`src/rtl/multi_game_hub_pkg.sv`:
```
// Shared types and constants for the multi-game hub: session states,
// banner image indices and the 12-bit pixel type.
package multi_game_hub_pkg;

  typedef enum logic [2:0] {
    IDLE,
    REGEN,
    COUNT,
    RUN,
    PAUSED,
    WON,
    LOST
  } state_e;

  localparam int IMG_START = 0;
  localparam int IMG_PAUSE = 1;
  localparam int IMG_WIN   = 2;
  localparam int IMG_LOSE  = 3;

  // One round-timer second at the 25 MHz pixel clock.
  localparam int SECOND_CYCLES = 25_000_000;

  typedef logic [11:0] rgb12_t;

endpackage

```
`src/rtl/multi_game_hub_if.sv`:
```
// Pixel-coordinate bundle between the VGA timing side and the screen slicer.
// The master drives raw VGA coordinates; the slave returns slice-local ones.
interface multi_game_hub_if #(
  parameter int NUM_GAMES     = 2,
  parameter int SCREEN_WIDTH  = 800,
  parameter int SCREEN_HEIGHT = 600
);
  localparam int SLICE_W = SCREEN_WIDTH / NUM_GAMES;
  localparam int LX_W    = $clog2(SLICE_W);
  localparam int LY_W    = $clog2(SCREEN_HEIGHT);
  localparam int CH_W    = (NUM_GAMES > 1) ? $clog2(NUM_GAMES) : 1;

  logic [10:0]     h_coord;
  logic [9:0]      v_coord;
  logic            disp_enbl;
  logic [LX_W-1:0] local_x;
  logic [LY_W-1:0] local_y;
  logic [CH_W-1:0] channel;

  modport master (output h_coord, v_coord, disp_enbl, input local_x, local_y, channel);
  modport slave  (input h_coord, v_coord, disp_enbl, output local_x, local_y, channel);
endinterface

```
`src/rtl/multi_game_hub_screen_slicer.sv`:
```
// Combinational screen slicer: picks the vertical slice under the beam and
// the x offset inside it using a constant compare chain.
module screen_slicer
  import multi_game_hub_pkg::*;
#(
  parameter int NUM_GAMES     = 2,
  parameter int SCREEN_WIDTH  = 800,
  parameter int SCREEN_HEIGHT = 600
) (
  multi_game_hub_if.slave pix
);
  localparam int SLICE_W = SCREEN_WIDTH / NUM_GAMES;
  localparam int LX_W    = $clog2(SLICE_W);
  localparam int LY_W    = $clog2(SCREEN_HEIGHT);
  localparam int CH_W    = (NUM_GAMES > 1) ? $clog2(NUM_GAMES) : 1;

  logic [CH_W-1:0] ch;
  logic [10:0]     base;

  // Beyond the visible width every compare passes, so the last slice wins.
  always_comb begin
    ch   = '0;
    base = '0;
    for (int k = 1; k < NUM_GAMES; k++) begin
      if (pix.h_coord >= 11'(k * SLICE_W)) begin
        ch   = CH_W'(k);
        base = 11'(k * SLICE_W);
      end
    end
  end

  assign pix.channel = ch;
  assign pix.local_x = LX_W'(pix.h_coord - base);
  assign pix.local_y = LY_W'(pix.v_coord);

endmodule

```
`src/rtl/multi_game_hub.sv`:
```
// Multi-game hub top: session FSM, rating, banner select and registered
// pixel compositor. Optional round timer under MULTI_GAME_HUB_ROUND_TIMER_EN.
module multi_game_hub
  import multi_game_hub_pkg::*;
#(
  parameter int NUM_GAMES        = 2,
  parameter int SCREEN_WIDTH     = 800,
  parameter int SCREEN_HEIGHT    = 600,
  parameter int RATING_WIDTH     = 8,
  parameter int NUM_IMAGES       = 4,
  parameter logic [NUM_GAMES-1:0] WIN_MASK = 'b01,
`ifdef MULTI_GAME_HUB_ROUND_TIMER_EN
  parameter int ROUND_CYCLES     = 1_500_000_000,
`endif
  parameter int COUNTDOWN_CYCLES = 25_000_000
) (
  input  logic                                  clk,
  input  logic                                  arst_n,
  input  logic                                  i_start,
  input  logic                                  i_pause,
  input  logic [NUM_GAMES-1:0]                  i_game_win,
  input  logic [NUM_GAMES-1:0]                  i_game_lose,
  input  logic [NUM_GAMES-1:0]                  i_ready,
  output logic                                  o_regenerate,
  output logic                                  o_game_running,
  output logic                                  o_show_banner,
  output logic [$clog2(NUM_IMAGES)-1:0]         o_image_number,
  output logic [RATING_WIDTH-1:0]               o_rating,
`ifdef MULTI_GAME_HUB_ROUND_TIMER_EN
  output logic [15:0]                           o_time_left,
`endif
  input  logic [10:0]                           i_h_coord,
  input  logic [9:0]                            i_v_coord,
  input  logic                                  i_disp_enbl,
  output logic [$clog2(SCREEN_WIDTH/NUM_GAMES)-1:0] o_local_x,
  output logic [$clog2(SCREEN_HEIGHT)-1:0]      o_local_y,
  output logic [((NUM_GAMES > 1) ? $clog2(NUM_GAMES) : 1)-1:0] o_channel,
  input  logic [12*NUM_GAMES-1:0]               i_game_rgb,
  input  rgb12_t                                i_banner_rgb,
  output logic [3:0]                            o_red,
  output logic [3:0]                            o_green,
  output logic [3:0]                            o_blue
);
  localparam int IMG_W = $clog2(NUM_IMAGES);
  localparam int CD_W  = $clog2(COUNTDOWN_CYCLES + 1);

  multi_game_hub_if #(
    .NUM_GAMES(NUM_GAMES), .SCREEN_WIDTH(SCREEN_WIDTH), .SCREEN_HEIGHT(SCREEN_HEIGHT)
  ) pix ();

  assign pix.h_coord   = i_h_coord;
  assign pix.v_coord   = i_v_coord;
  assign pix.disp_enbl = i_disp_enbl;
  assign o_local_x     = pix.local_x;
  assign o_local_y     = pix.local_y;
  assign o_channel     = pix.channel;

  screen_slicer #(
    .NUM_GAMES(NUM_GAMES), .SCREEN_WIDTH(SCREEN_WIDTH), .SCREEN_HEIGHT(SCREEN_HEIGHT)
  ) u_slicer (.pix(pix));

  state_e                  state_q, state_d;
  logic                    start_q, start_d;
  logic                    regen_q, regen_d;
  logic [IMG_W-1:0]        img_q, img_d;
  logic [RATING_WIDTH-1:0] rating_q, rating_d;
  logic [CD_W-1:0]         count_q, count_d;
  rgb12_t                  rgb_q, rgb_d;
  logic                    start_edge;
  logic                    timeout;

  assign start_d    = i_start;
  assign start_edge = i_start & ~start_q;

`ifdef MULTI_GAME_HUB_ROUND_TIMER_EN
  localparam int ROUND_SECS = ROUND_CYCLES / SECOND_CYCLES;
  logic [15:0] time_q, time_d;
  logic [24:0] tick_q, tick_d;

  assign timeout     = (state_q == RUN) && (time_q == '0);
  assign o_time_left = time_q;

  always_comb begin
    time_d = time_q;
    tick_d = tick_q;
    if (state_q == COUNT && state_d == RUN) begin
      time_d = 16'(ROUND_SECS);
      tick_d = '0;
    end else if (state_q == RUN) begin
      if (tick_q == 25'(SECOND_CYCLES - 1)) begin
        tick_d = '0;
        if (time_q != '0) time_d = time_q - 16'd1;
      end else begin
        tick_d = tick_q + 25'd1;
      end
    end
  end

  always_ff @(posedge clk or negedge arst_n) begin
    if (!arst_n) begin
      time_q <= '0;
      tick_q <= '0;
    end else begin
      time_q <= time_d;
      tick_q <= tick_d;
    end
  end
`else
  assign timeout = 1'b0;
`endif

  // Regenerate/ready handshake: o_regenerate pulses on the REGEN entry
  // cycle; &i_ready is honoured only from the following cycle onward.
  always_comb begin
    state_d  = state_q;
    regen_d  = 1'b0;
    img_d    = img_q;
    rating_d = rating_q;
    count_d  = '0;
    case (state_q)
      IDLE: begin
        if (start_edge) begin
          state_d = REGEN;
          regen_d = 1'b1;
        end
      end
      REGEN: begin
        if (!regen_q && (&i_ready)) state_d = COUNT;
      end
      COUNT: begin
        if (count_q == CD_W'(COUNTDOWN_CYCLES - 1)) state_d = RUN;
        else count_d = count_q + 1'b1;
      end
      RUN: begin
        if ((|i_game_lose) || timeout) begin
          state_d  = LOST;
          img_d    = IMG_W'(IMG_LOSE);
          rating_d = '0;
        end else if (|(i_game_win & WIN_MASK)) begin
          state_d  = WON;
          img_d    = IMG_W'(IMG_WIN);
          rating_d = (&rating_q) ? rating_q : rating_q + 1'b1;
        end else if (i_pause) begin
          state_d = PAUSED;
          img_d   = IMG_W'(IMG_PAUSE);
        end
      end
      PAUSED: begin
        if (!i_pause) state_d = RUN;
      end
      WON, LOST: begin
        if (start_edge) begin
          state_d = REGEN;
          regen_d = 1'b1;
        end
      end
      default: state_d = IDLE;
    endcase
  end

  always_comb begin
    rgb_d = '0;
    if (i_disp_enbl) begin
      rgb_d = o_show_banner ? i_banner_rgb : i_game_rgb[o_channel*12 +: 12];
    end
  end

  always_ff @(posedge clk or negedge arst_n) begin
    if (!arst_n) begin
      state_q  <= IDLE;
      start_q  <= 1'b0;
      regen_q  <= 1'b0;
      img_q    <= IMG_W'(IMG_START);
      rating_q <= '0;
      count_q  <= '0;
      rgb_q    <= '0;
    end else begin
      state_q  <= state_d;
      start_q  <= start_d;
      regen_q  <= regen_d;
      img_q    <= img_d;
      rating_q <= rating_d;
      count_q  <= count_d;
      rgb_q    <= rgb_d;
    end
  end

  assign o_regenerate   = regen_q;
  assign o_game_running = (state_q == RUN);
  assign o_show_banner  = !(state_q == COUNT || state_q == RUN);
  assign o_image_number = img_q;
  assign o_rating       = rating_q;
  assign o_red          = rgb_q[11:8];
  assign o_green        = rgb_q[7:4];
  assign o_blue         = rgb_q[3:0];

endmodule

```
`config.mk`:
```
export PLATFORM = sky130hd
export DESIGN_NAME = multi_game_hub
export DESIGN_NICKNAME = d
export VERILOG_FILES = /design/src/rtl/multi_game_hub_pkg.sv /design/src/rtl/multi_game_hub_if.sv /design/src/rtl/multi_game_hub_screen_slicer.sv /design/src/rtl/multi_game_hub.sv
export SDC_FILE = /design/constraint.sdc
export NUM_CORES = 1
export LEC_CHECK = 0
export BUFFER_PORTS_ARGS = -buffer_cell sky130_fd_sc_hd__buf_4
export CORE_MARGIN = 5
export CORE_UTILIZATION = 40
export CTS_CLUSTER_DIAMETER = 150
export DETAILED_ROUTE_END_ITERATION = 16
export GPL_TIMING_DRIVEN = 1
export PLACE_DENSITY = 0.67
export RECOVER_POWER = 50
export SKIP_LAST_GASP = 1
export SYNTH_ARGS = -nofsm -noshare
export SYNTH_HDL_FRONTEND = slang
export SYNTH_HIERARCHICAL = 1
export SYNTH_SLANG_ARGS = --single-unit
```
`constraint.sdc`:
```
create_clock -name clk -period 2.9 [get_ports clk]
set_clock_uncertainty 0.15 [all_clocks]
set_input_delay 0.58 -clock clk [delete_from_list [all_inputs] [get_ports clk]]
set_output_delay 0.58 -clock clk [all_outputs]
set_load 0.01 [all_outputs]
```
## Word level (Yosys, flattened, before mapping)

Cells that the tools add are included.

| storage, ports and cells | value |
|---|---|
| output and inout bits | 45 |
| word-level logic and storage cells | 64 |
| bits in registers | 52 |

| operators by class | value |
|---|---|
| reductions and logical operators | 14 |
| $mul | 1 |
| add/subtract/negate cells | 3 |
| multiplexer cells | 22 |
| magnitude comparators | 1 |
| equal/unequal tests | 13 |
| bitwise operators | 2 |
| shift operators | 1 |

Operators by type and width:

| operator | number |
|---|---|
| two-way mux 25 bit | 2 |
| adder 25 x 1 -> 25 bit (second input constant) | 1 |
| == test 25 bit (second input constant) | 1 |
| two-way mux 12 bit | 2 |
| two-way mux 8 bit | 3 |
| indexed part select 24 x 6 -> 12 bit | 1 |
| two-way mux 3 bit | 7 |
| case mux 3 bit (5 select lines) | 1 |
| greater-or-equal comparator 11 x 9 -> 1 bit (second input constant) | 1 |
| == test 3 bit (second input constant) | 3 |
| two-way mux 9 bit | 1 |
| subtractor 9 bit | 1 |
| adder 8 x 1 -> 8 bit (second input constant) | 1 |
| != test 2 bit (second input constant) | 4 |
| AND reduction 8 bit | 1 |
| == test 3 x 2 -> 1 bit (second input constant) | 2 |
| two-way mux 2 bit | 3 |
| AND reduction 5 bit | 1 |
| != test 4 x 3 -> 1 bit (second input constant) | 1 |
| AND reduction 2 bit | 2 |
| == test 3 x 1 -> 1 bit (second input constant) | 1 |
| logical NOT 3 bit | 1 |
| multiplier 1 x 2 -> 3 bit (second input constant) | 1 |
| two-way mux 1 bit | 3 |
| other kinds (11) | 12 |

## Logic depth before layout (Yosys ltp)

Gate-level depths: netlist of the first run.

| depth | value |
|---|---|
| depth after elaboration | 6 |
| gate-level depth with buffers | 8 |

## By module

The synthesis of the first run kept the hierarchy.

Modules (own cells, without submodules):

| module | cells each | area each (µm²) | times used | sequential area each (µm²) |
|---|---|---|---|---|
| multi_game_hub | 285 | 2776.4 | 1 | 1301.2 |
| screen_slicer | 31 | 246.5 | 1 | 0.0 |

## Worst setup path before layout of the first run

No wires, ideal clock.

| timing | value |
|---|---|
| path type | input to output |
| start | input port i_h_coord[5] |
| end | output port o_local_x[8] |
| arrival time | 2.049 ns |
| setup slack | 0.121 ns |
| data required time | 2.170 ns |
| cell stages on the path | 8 |
| cell sequence | o311a_1 nor3_4 inv_1 ha_1 ha_1 nand2b_1 a21oi_1 xnor3_1 |

| between the ends | value |
|---|---|
| longest elaborated chain between the ends | 3 |

Ends and longest elaborated chain:

| element | RTL line | RTL |
|---|---|---|
| start: declaration | multi_game_hub.sv:32 | `input logic [10:0] i_h_coord,` |
| greater-or-equal comparator 11 x 9 -> 1 bit | multi_game_hub_screen_slicer.sv:25 | `if (pix.h_coord >= 11'(k * SLICE_W)) begin` |
| two-way mux 9 bit | multi_game_hub_screen_slicer.sv:25 |  |
| subtractor 9 bit (*) | multi_game_hub_screen_slicer.sv:33 | `assign pix.local_x = LX_W'(pix.h_coord - base);` |
| end: declaration | multi_game_hub.sv:35 | `output logic [$clog2(SCREEN_WIDTH/NUM_GAMES)-1:0] o_local_x,` |

Every way passes the cells marked *; elsewhere a longest branch is shown, timed or not.

## Final worst setup path of the first run

| timing | value |
|---|---|
| start | input port i_h_coord[6] |
| end | output port o_local_x[8] |

The elaborated chain is that of the path after synthesis.

==> metrics.yaml, run 1 <==
worstSetupPathType: "primary input to output port"
slowest_stage: "o311a_4"
finalCritPeriodShare_pct: 98.8
instances_no_fill: 486
cp.arrival_ps: 2130
critPathLaunchType: "primary input"
p_comb_share_pct: 39.1
drc: 0
syn_to_final_growth_pct: 25.9
cts_tree: "built"
synth_flop_cell: "dfrtp_1"
yosys.cell_count.top_type: "dfrtp_1"
multiInputGateArea_mm2: 0.00155
vias_per_cell: 5.27
grt_antenna_before_repair: 0
synth_common_cells: "52 x dfrtp_1, 30 x nand2_1, 22 x nor2_1"
die_h_um: 96.9
die_area_mm2: 0.00940
start_util_pct: 41.5
yosys_warnings: 6
dp_hpwl_um: 5230
yosys.area_share.simple_pct: 21.5
synth-xor-area-share_pct: 4.51
h-tree-depth: 2
clockRootBuffer: "clkbuf_8"
clockBufferDepth: 2
yosysSeqAreaShare_pct: 43.0
synth_area_per_cell_um2: 9.57
grtUsageTotal_pct: 15.0
critical_path.max_fanout: 3
first_global_vias: 2591
synth_area_mm2: 0.00302
synth_nets: 389
p_int_w: 0.00147
cts_sinks: 52
path_common_cell: "ha_4"
clock_latency_ps: 300
critPathTopFamily: "compound AO/OA/AOI/OAI gates"
ys_types: 55
switching_share_pct: 37.2
met3WireLength_um: 242
synthAdderAreaFrac_pct: 2.07
diodes: 0
vias: 2561
first_pass_iters: 4
ctsHoldBuffers: 0
routedWlPerCell_um: 14.7
final_nets: 460
seqCellArea_mm2: 0.00130
gr-total-overflow: 0
io_buffers: 83
synthMuxAreaShare_pct: 4.68
worst-path-buf-inv: 3
drive_gt1_share_pct: 28.4
pwr-share-seq_pct: 43.0
synth_top_family_by_area: "simple AND/OR/NAND/NOR gates"
synthCells: 316
path_cells: "buf_8, o311a_4, nor3_4, inv_2, ha_4, ha_4, nand2b_4, a21oi_2, xnor3_1, buf_6"
slowest_delay_ps: 380
cts_buffers: 5
rows: 31
dr.max_layer_used: "met4"
synth-edff-count: 0
place_congestion: 0.813
outcome: "complete, no violations"
grt_max_degree: 53
drt_wl_total_um: 7140
slew_headroom_pct: 12.8
switchingPower_w: 0.000870
drv_slew: 0
rsz0062_at_grt: "true"
drtIter0Drc: 65
synth_top_area_share_pct: 43.0
synth.top_cells.by_area: "dfrtp_1 43%, mux2i_1 4.3%, o211a_1 4.3%"
ant_nets: 0
synth-compound-area-share_pct: 16.6
finalCriticalPeriod_ps: 2860
worst_slew_pin_slew_ps: 1310
finalHoldViolCount: 0
place_area_mm2: 0.00364
ios: 113
die_x_um: 96.9
finalSetupViolCount: 0
p_per_area_mw_per_mm2: 614
clockPowerShare_pct: 18.0
dr_wl_met2_um: 3730
final_area_mm2: 0.00381
place_inst: 476
finalPower_w: 0.00234
ys_seq_elements: 52
fmax_mhz: 349
core_mm2: 0.00729
required_ps: 2170
crit_path_end_kind: "output port"
maxCapViolations: 0
grt_first_pass_wirelength_um: 12000
hold_class: "primary input to flop"
synth_top_area_cell: "dfrtp_1"
fillers: 703
path_clk_slew_ps: 100
wl_met1_um: 3070
async_reset_ff_share_pct: 100
power.leakage_nw: 1.78
whs_ps: 270
peakVddDrop_mv: 0.424
cells by family (layout without fill, tap and decap cells):
| kind of cell | count (synthesis) | count (layout) |
|---|---|---|
| compound gates | 70 | 70 |
| xor+xnor | 14 | 14 |
| fa+ha+maj | 5 | 5 |
| buf+inv | 42 | 113 |
| flops | 52 | 52 |
| mux | 14 | 14 |
| simple gates | 119 | 119 |
final cells by class:
cell class | instances | share of cell area, %
well taps | 99 | 3.25
flip-flops and latches | 52 | 34.2
repair buffers | 93 | 18.1
clock inverters | 1 | 0.230
multi-input cells | 222 | 40.8
inverters | 13 | 1.28
clock buffers | 6 | 2.17
power by group through the flow:
stage	Sequential (W)	Clock, W	Combinational (W)
after CTS	0.00100	0.000443	0.000928
after global routing	0.00103	0.000474	0.00101
after detailed placement	0.00102	0	0.000923
after floorplan	0.00100	0	0.000568
final	0.00100	0.000420	0.000913
after global placement	0.00102	0	0.000911
cell usage in the layout (no fill, tap or decap), types with 6 or more instances in the layout:
cell,instances
buf_4,81
dfrtp_1,52
nand2_1,30
nor2_1,22
a21oi_1,18
nand3_1,14
mux2i_1,13
o211a_1,13
inv_1,11
o21ai_0,11
nand4_1,9
or4_1,8
xor2_1,8
or3_1,7
clkbuf_1,7
o31ai_1,6
clkbuf_8,6
final timing paths:
| check | start | end | slack [ps] | cells after the start |
|---|---|---|---|---|
| setup / recovery | i_h_coord[6] | o_local_x[8] | 40 | 10 |
| hold / removal | i_start | start_q | 270 | 1 |
| setup reg to reg | state_q[0] | o_rating[5] | 660 | 5 |
| hold reg to reg | count_q[0] | count_q[0] | 340 | 1 |
| max in group asynchronous | arst_n | count_q[4] | 1410 | 1 |
| min in group asynchronous | arst_n | o_rating[3] | 420 | 1 |
what timing repair did:
| item | in CTS | in global routing |
|---|---|---|
| endpoints found under the setup margin | 1 | 1 |
| gates cloned | 0 | 0 |
| endpoints found under the hold margin | 0 | 0 |
| setup buffers | 0 | 3 |
| pin swaps | 0 | 5 |
| resized for setup | 2 | 12 |
flip-flops by register name, summed over array words and instances (netlist names):
| register | count |
|---|---|
| count_q | 25 |
| o_image_number | 2 |
| o_rating | 8 |
| o_regenerate | 1 |
| rgb_q | 12 |
| start_q | 1 |
| state_q | 3 |
per-stage QoR:
step / worst slack (ps) / TNS, ps / utilization, %
after floorplan: 121 / 0 / -
after CTS: 21.6 / 0 / 51.4
after global placement: 39.8 / 0 / 49.9
after detailed placement: -10.7 / -10.7 / 49.9
after global routing: -26.2 / -26.2 / 52.2
final: 36.0 / 0 / 52.2
per-layer routing:
layer,vias to the layer above,track usage [%]
met5,-,0
met4,0,4.97
li1,1289,-
met3,12,3.53
met1,1207,18.6
met2,53,25.5
No activity file was read; power rests on OpenSTA's default activity.
==> run 2, diff against run 1 <==
CTS_BUF_LIST = sky130_fd_sc_hd__clkbuf_16   (was default)
clock period = 3.63 ns   (was 2.9 ns; I/O delays follow)
==> metrics.yaml, run 2 (synthesized netlist as in run 1, its figures left out) <==
outcome: "complete, no violations"
clockRootBuffer: "clkbuf_16"
crit_path_end_kind: "output port"
drt_wl_total_um: 7240  # +1.3%
finalSetupViolCount: 0  # unchanged
fmax_mhz: 305
p_per_area_mw_per_mm2: 545  # -11%
instances_no_fill: 480  # -1.2%
ant_nets: 0  # unchanged
die_area_mm2: 0.00940  # unchanged
clockBufferDepth: 2  # unchanged
grt_antenna_before_repair: 0  # unchanged
routedWlPerCell_um: 15.1  # +2.6%
layout_common_cells: "80 x buf_4, 52 x dfrtp_1, 30 x nand2_1"
finalCritPeriodShare_pct: 90.4
clock_latency_ps: 290  # about the same
post_cts_resized: 0  # -2
worst_slew_pin_slew_ps: 1290  # -16.8 ps
drive_gt1_share_pct: 25.5  # -3.0 points
finalHoldViolCount: 0  # unchanged
ios: 113  # unchanged
final_nets: 455  # -1.1%
required_ps: 2750  # +580 ps
cts_setup_buffers: 0  # unchanged
first_pass_iters: 4  # unchanged
grt_first_pass_wirelength_um: 12000  # -0.12%
drv_slew: 0  # unchanged
cts_sinks: 52  # unchanged
critical_path.max_fanout: 3  # unchanged
grtUsageTotal_pct: 15.3  # +0.28 points
first_global_vias: 2509  # -3.2%
gr-total-overflow: 0  # unchanged
vias: 2617  # +2.2%
cp.arrival_ps: 2410  # +280 ps
vias_per_cell: 5.45  # +3.5%
slew_headroom_pct: 14.0  # +1.1 points
io_buffers: 83  # unchanged
drtIter0Drc: 138  # +110%
grt_max_degree: 53  # unchanged
cts_tree: "built"
place_congestion: 0.799  # -1.8%
dp_hpwl_um: 5210  # -0.39%
syn_to_final_growth_pct: 24.2
worstSetupPathType: "primary input to output port"
peakVddDrop_mv: 0.309  # -27%
setup-tns-final_ps: 0  # unchanged
largest_register_ffs: 25  # unchanged
h-tree-depth: 2  # unchanged
critPathLaunchType: "primary input"
drc: 0  # unchanged
finalCriticalPeriod_ps: 3280
maxCapViolations: 0  # unchanged
diodes: 0  # unchanged
path_clk_slew_ps: 60  # -40 ps
start_util_pct: 41.5  # unchanged
top_register: "count_q"
cts_buffers: 5  # unchanged
rows: 31  # unchanged
hold_class: "flop to flop"
power.leakage_nw: 1.77  # -0.49%
core_mm2: 0.00729  # unchanged
die_h_um: 96.9  # unchanged
layout_commonest_cell: "buf_4"
die_x_um: 96.9  # unchanged
whs_ps: 336  # +65.9 ps
ctsHoldBuffers: 0  # unchanged
rsz0062_at_grt: "false"
place_inst: 474  # -0.42%
-- run 2: changes by cell type in the layout (fill, tap and decap cells not counted), sizes merged --
| cell | change |
|---|---|
| clkinv | -1 |
| bufinv | +1 |
| clkbuf | -1 |
| buf | -5 |
-- run 2: final cells by class --
type | count | area [µm²]
inverters | 13 | 48.8
well taps | 99 | 124
multi-input cells | 222 | 1490
clock buffers | 5 | 125
repair buffers | 88 | 632
clock inverters | 1 | 30.0
flip-flops and latches | 52 | 1300
fillers | 705 | 3540
-- run 2: metrics by stage --
| stage | utilization (%) | power [W] | cell area (µm²) | setup WS, ps |
|---|---|---|---|---|
| after floorplan | - | 0.00126 | 3020 | 559 |
| after global placement | 49.7 | 0.00155 | 3630 | 414 |
| after detailed placement | 49.7 | 0.00157 | 3630 | 352 |
| after CTS | 51.9 | 0.00209 | 3780 | 347 |
| after global routing | 51.5 | 0.00219 | 3750 | 276 |
| final | 51.5 | 0.00205 | 3750 | 349 |
-- run 2: per-layer routing --
metal	GRT usage, %	routed length, µm
met3	3.38	261
met4	4.86	125
met1	19.3	3080
met5	0	0
met2	25.8	3770
-- run 2: worst paths after layout --
kind / startpoint / depth (start not counted) / slack [ps] / endpoint
max in group asynchronous: arst_n / 1 / 1980 / count_q[2]
setup reg to reg: state_q[1] / 7 / 1130 / o_rating[4]
min in group asynchronous: arst_n / 1 / 570 / rgb_q[6]
hold / removal: count_q[0] / 1 / 340 / count_q[0]
setup / recovery: i_h_coord[5] / 10 / 350 / o_local_x[8]
hold reg to reg: count_q[0] / 1 / 340 / count_q[0]
-- run 2: critical path: stages --
cell	delay (ps)
buf_4	120
o311a_1	370
nor3_4	190
inv_1	90
ha_1	200
ha_1	210
nand2b_1	80
a21oi_1	70
xnor3_1	180
buf_4	150
-- run 2: power by group --
group | switching [W] | internal [W]
registers | 0.000123 | 0.000683
logic | 0.000396 | 0.000333
clock network | 0.000194 | 0.000318
==> run 3, diff against run 2 <==
MAX_ROUTING_LAYER = met4   (was default)
==> metrics.yaml, run 3 (synthesized netlist as in run 1, its figures left out) <==
vias: 2605  # -0.46%
whs_ps: 336  # +0.0100 ps
maxCapViolations: 0  # unchanged
die_area_mm2: 0.00940  # unchanged
worstSetupPathType: "primary input to output port"
final_area_mm2: 0.00375  # unchanged
place_area_mm2: 0.00363  # unchanged
fmax_mhz: 305  # about the same
clockBufferDepth: 2  # unchanged
drtIter0Drc: 121  # -12%
final_nets: 455  # unchanged
rows: 31  # unchanged
io_buffers: 83  # unchanged
rsz0062_at_grt: "false"
drv_slew: 0  # unchanged
p_per_area_mw_per_mm2: 546  # about the same
finalCritPeriodShare_pct: 90.4  # about the same
ant_nets: 0  # unchanged
p_int_w: 0.00133  # about the same
ctsHoldBuffers: 0  # unchanged
grt_max_degree: 53  # unchanged
finalCriticalPeriod_ps: 3280  # +1.57 ps
setup-tns-final_ps: 0  # unchanged
drt_wl_total_um: 7270  # +0.44%
grtUsageTotal_pct: 15.7  # +0.43 points
finalHoldViolCount: 0  # unchanged
drc: 0  # unchanged
start_util_pct: 41.5  # unchanged
finalSetupViolCount: 0  # unchanged
die_x_um: 96.9  # unchanged
syn_to_final_growth_pct: 24.2  # unchanged
use_met3_pct: 3.09  # -0.29 points
required_ps: 2750  # about the same
largest_register_ffs: 25  # unchanged
place_congestion: 0.810  # +1.4%
cts_buffers: 5  # unchanged
top_register: "count_q"
grt_antenna_before_repair: 0  # unchanged
grt_use_met1_pct: 19.4  # +0.14 points
layout_common_cells: "80 x buf_4, 52 x dfrtp_1, 30 x nand2_1"
switching_share_pct: 34.9  # +0.049 points
clockPowerShare_pct: 25.0  # about the same
critical_path.max_fanout: 3  # unchanged
grt.busiest_layer: "met2"
die_h_um: 96.9  # unchanged
dp_hpwl_um: 5210  # unchanged
cts_setup_buffers: 0  # unchanged
slew_headroom_pct: 13.6  # -0.39 points
worst_slew_pin_slew_ps: 1300  # +5.85 ps
path_clk_slew_ps: 60  # about the same
clock_latency_ps: 290  # about the same
clockRootBuffer: "clkbuf_16"
drive_gt1_share_pct: 25.5  # unchanged
p_comb_share_pct: 35.6  # about the same
hold_class: "flop to flop"
cp.arrival_ps: 2410  # about the same
routedWlPerCell_um: 15.1  # +0.44%
cts_sinks: 52  # unchanged
ios: 113  # unchanged
grt_first_pass_wirelength_um: 12000  # about the same
switchingPower_w: 0.000715  # +0.21%
critPathLaunchType: "primary input"
power.leakage_nw: 1.77  # unchanged
diodes: 0  # unchanged
crit_path_end_kind: "output port"
cts_tree: "built"
peakVddDrop_mv: 0.309  # -0.13%
core_mm2: 0.00729  # unchanged
gr-total-overflow: 0  # unchanged
final_core_util_pct: 51.5  # unchanged
h-tree-depth: 2  # unchanged
pwr-share-seq_pct: 39.4  # about the same
first_global_vias: 2510  # +0.040%
post_cts_resized: 0  # unchanged
outcome: "complete, no violations"
vias_per_cell: 5.43  # -0.46%
layout_commonest_cell: "buf_4"
first_pass_iters: 4  # unchanged
met2_usage_pct: 25.9  # +0.053 points
-- run 3: worst max-delay path, stage by stage --
cell and delay (ps):
buf_4 120, o311a_1 370, nor3_4 190, inv_1 90
ha_1 200, ha_1 210, nand2b_1 80, a21oi_1 70
xnor3_1 180, buf_4 150
-- run 3: final cells by class --
class | count | area [µm²]
timing repair buffer | 88 | 632
clock buffer | 5 | 125
tap | 99 | 124
sequential | 52 | 1300
inverter | 13 | 48.8
fill | 705 | 3540
multi-input combinational | 222 | 1490
clock inverter | 1 | 30.0
-- run 3: path summary, 6_finish.rpt --
kind	from	end	slack [ps]	cells after the start
worst min-delay path	count_q[0]	count_q[0]	340	1
worst max-delay path	i_h_coord[5]	o_local_x[8]	350	10
max in group asynchronous	arst_n	count_q[13]	1980	1
worst min register to register	count_q[0]	count_q[0]	340	1
min in group asynchronous	arst_n	count_q[17]	580	1
worst max register to register	state_q[1]	o_rating[4]	1120	7
-- run 3: power groups by stage --
stage,registers [W],logic [W],clock network [W]
finish,0.000808,0.000729,0.000511
global route,0.000825,0.000812,0.000548
CTS,0.000805,0.000757,0.000525
detailed placement,0.000815,0.000753,0
global placement,0.000813,0.000738,0
floorplan,0.000803,0.000454,0
-- run 3: per-stage QoR --
step                setup WS (ps)  total power [W]  instances
floorplan                     559          0.00126        316
global placement              414          0.00155        474
detailed placement            352          0.00157        474
CTS                           347          0.00209        480
global route                  276          0.00218        480
finish                        347          0.00205        480
-- run 3: per-layer routing --
layer / wire, µm / vias up
met3: 189 / 16
met1: 3180 / 1254
met5: 0 / -
li1: - / 1283
met4: 129 / 0
met2: 3780 / 52
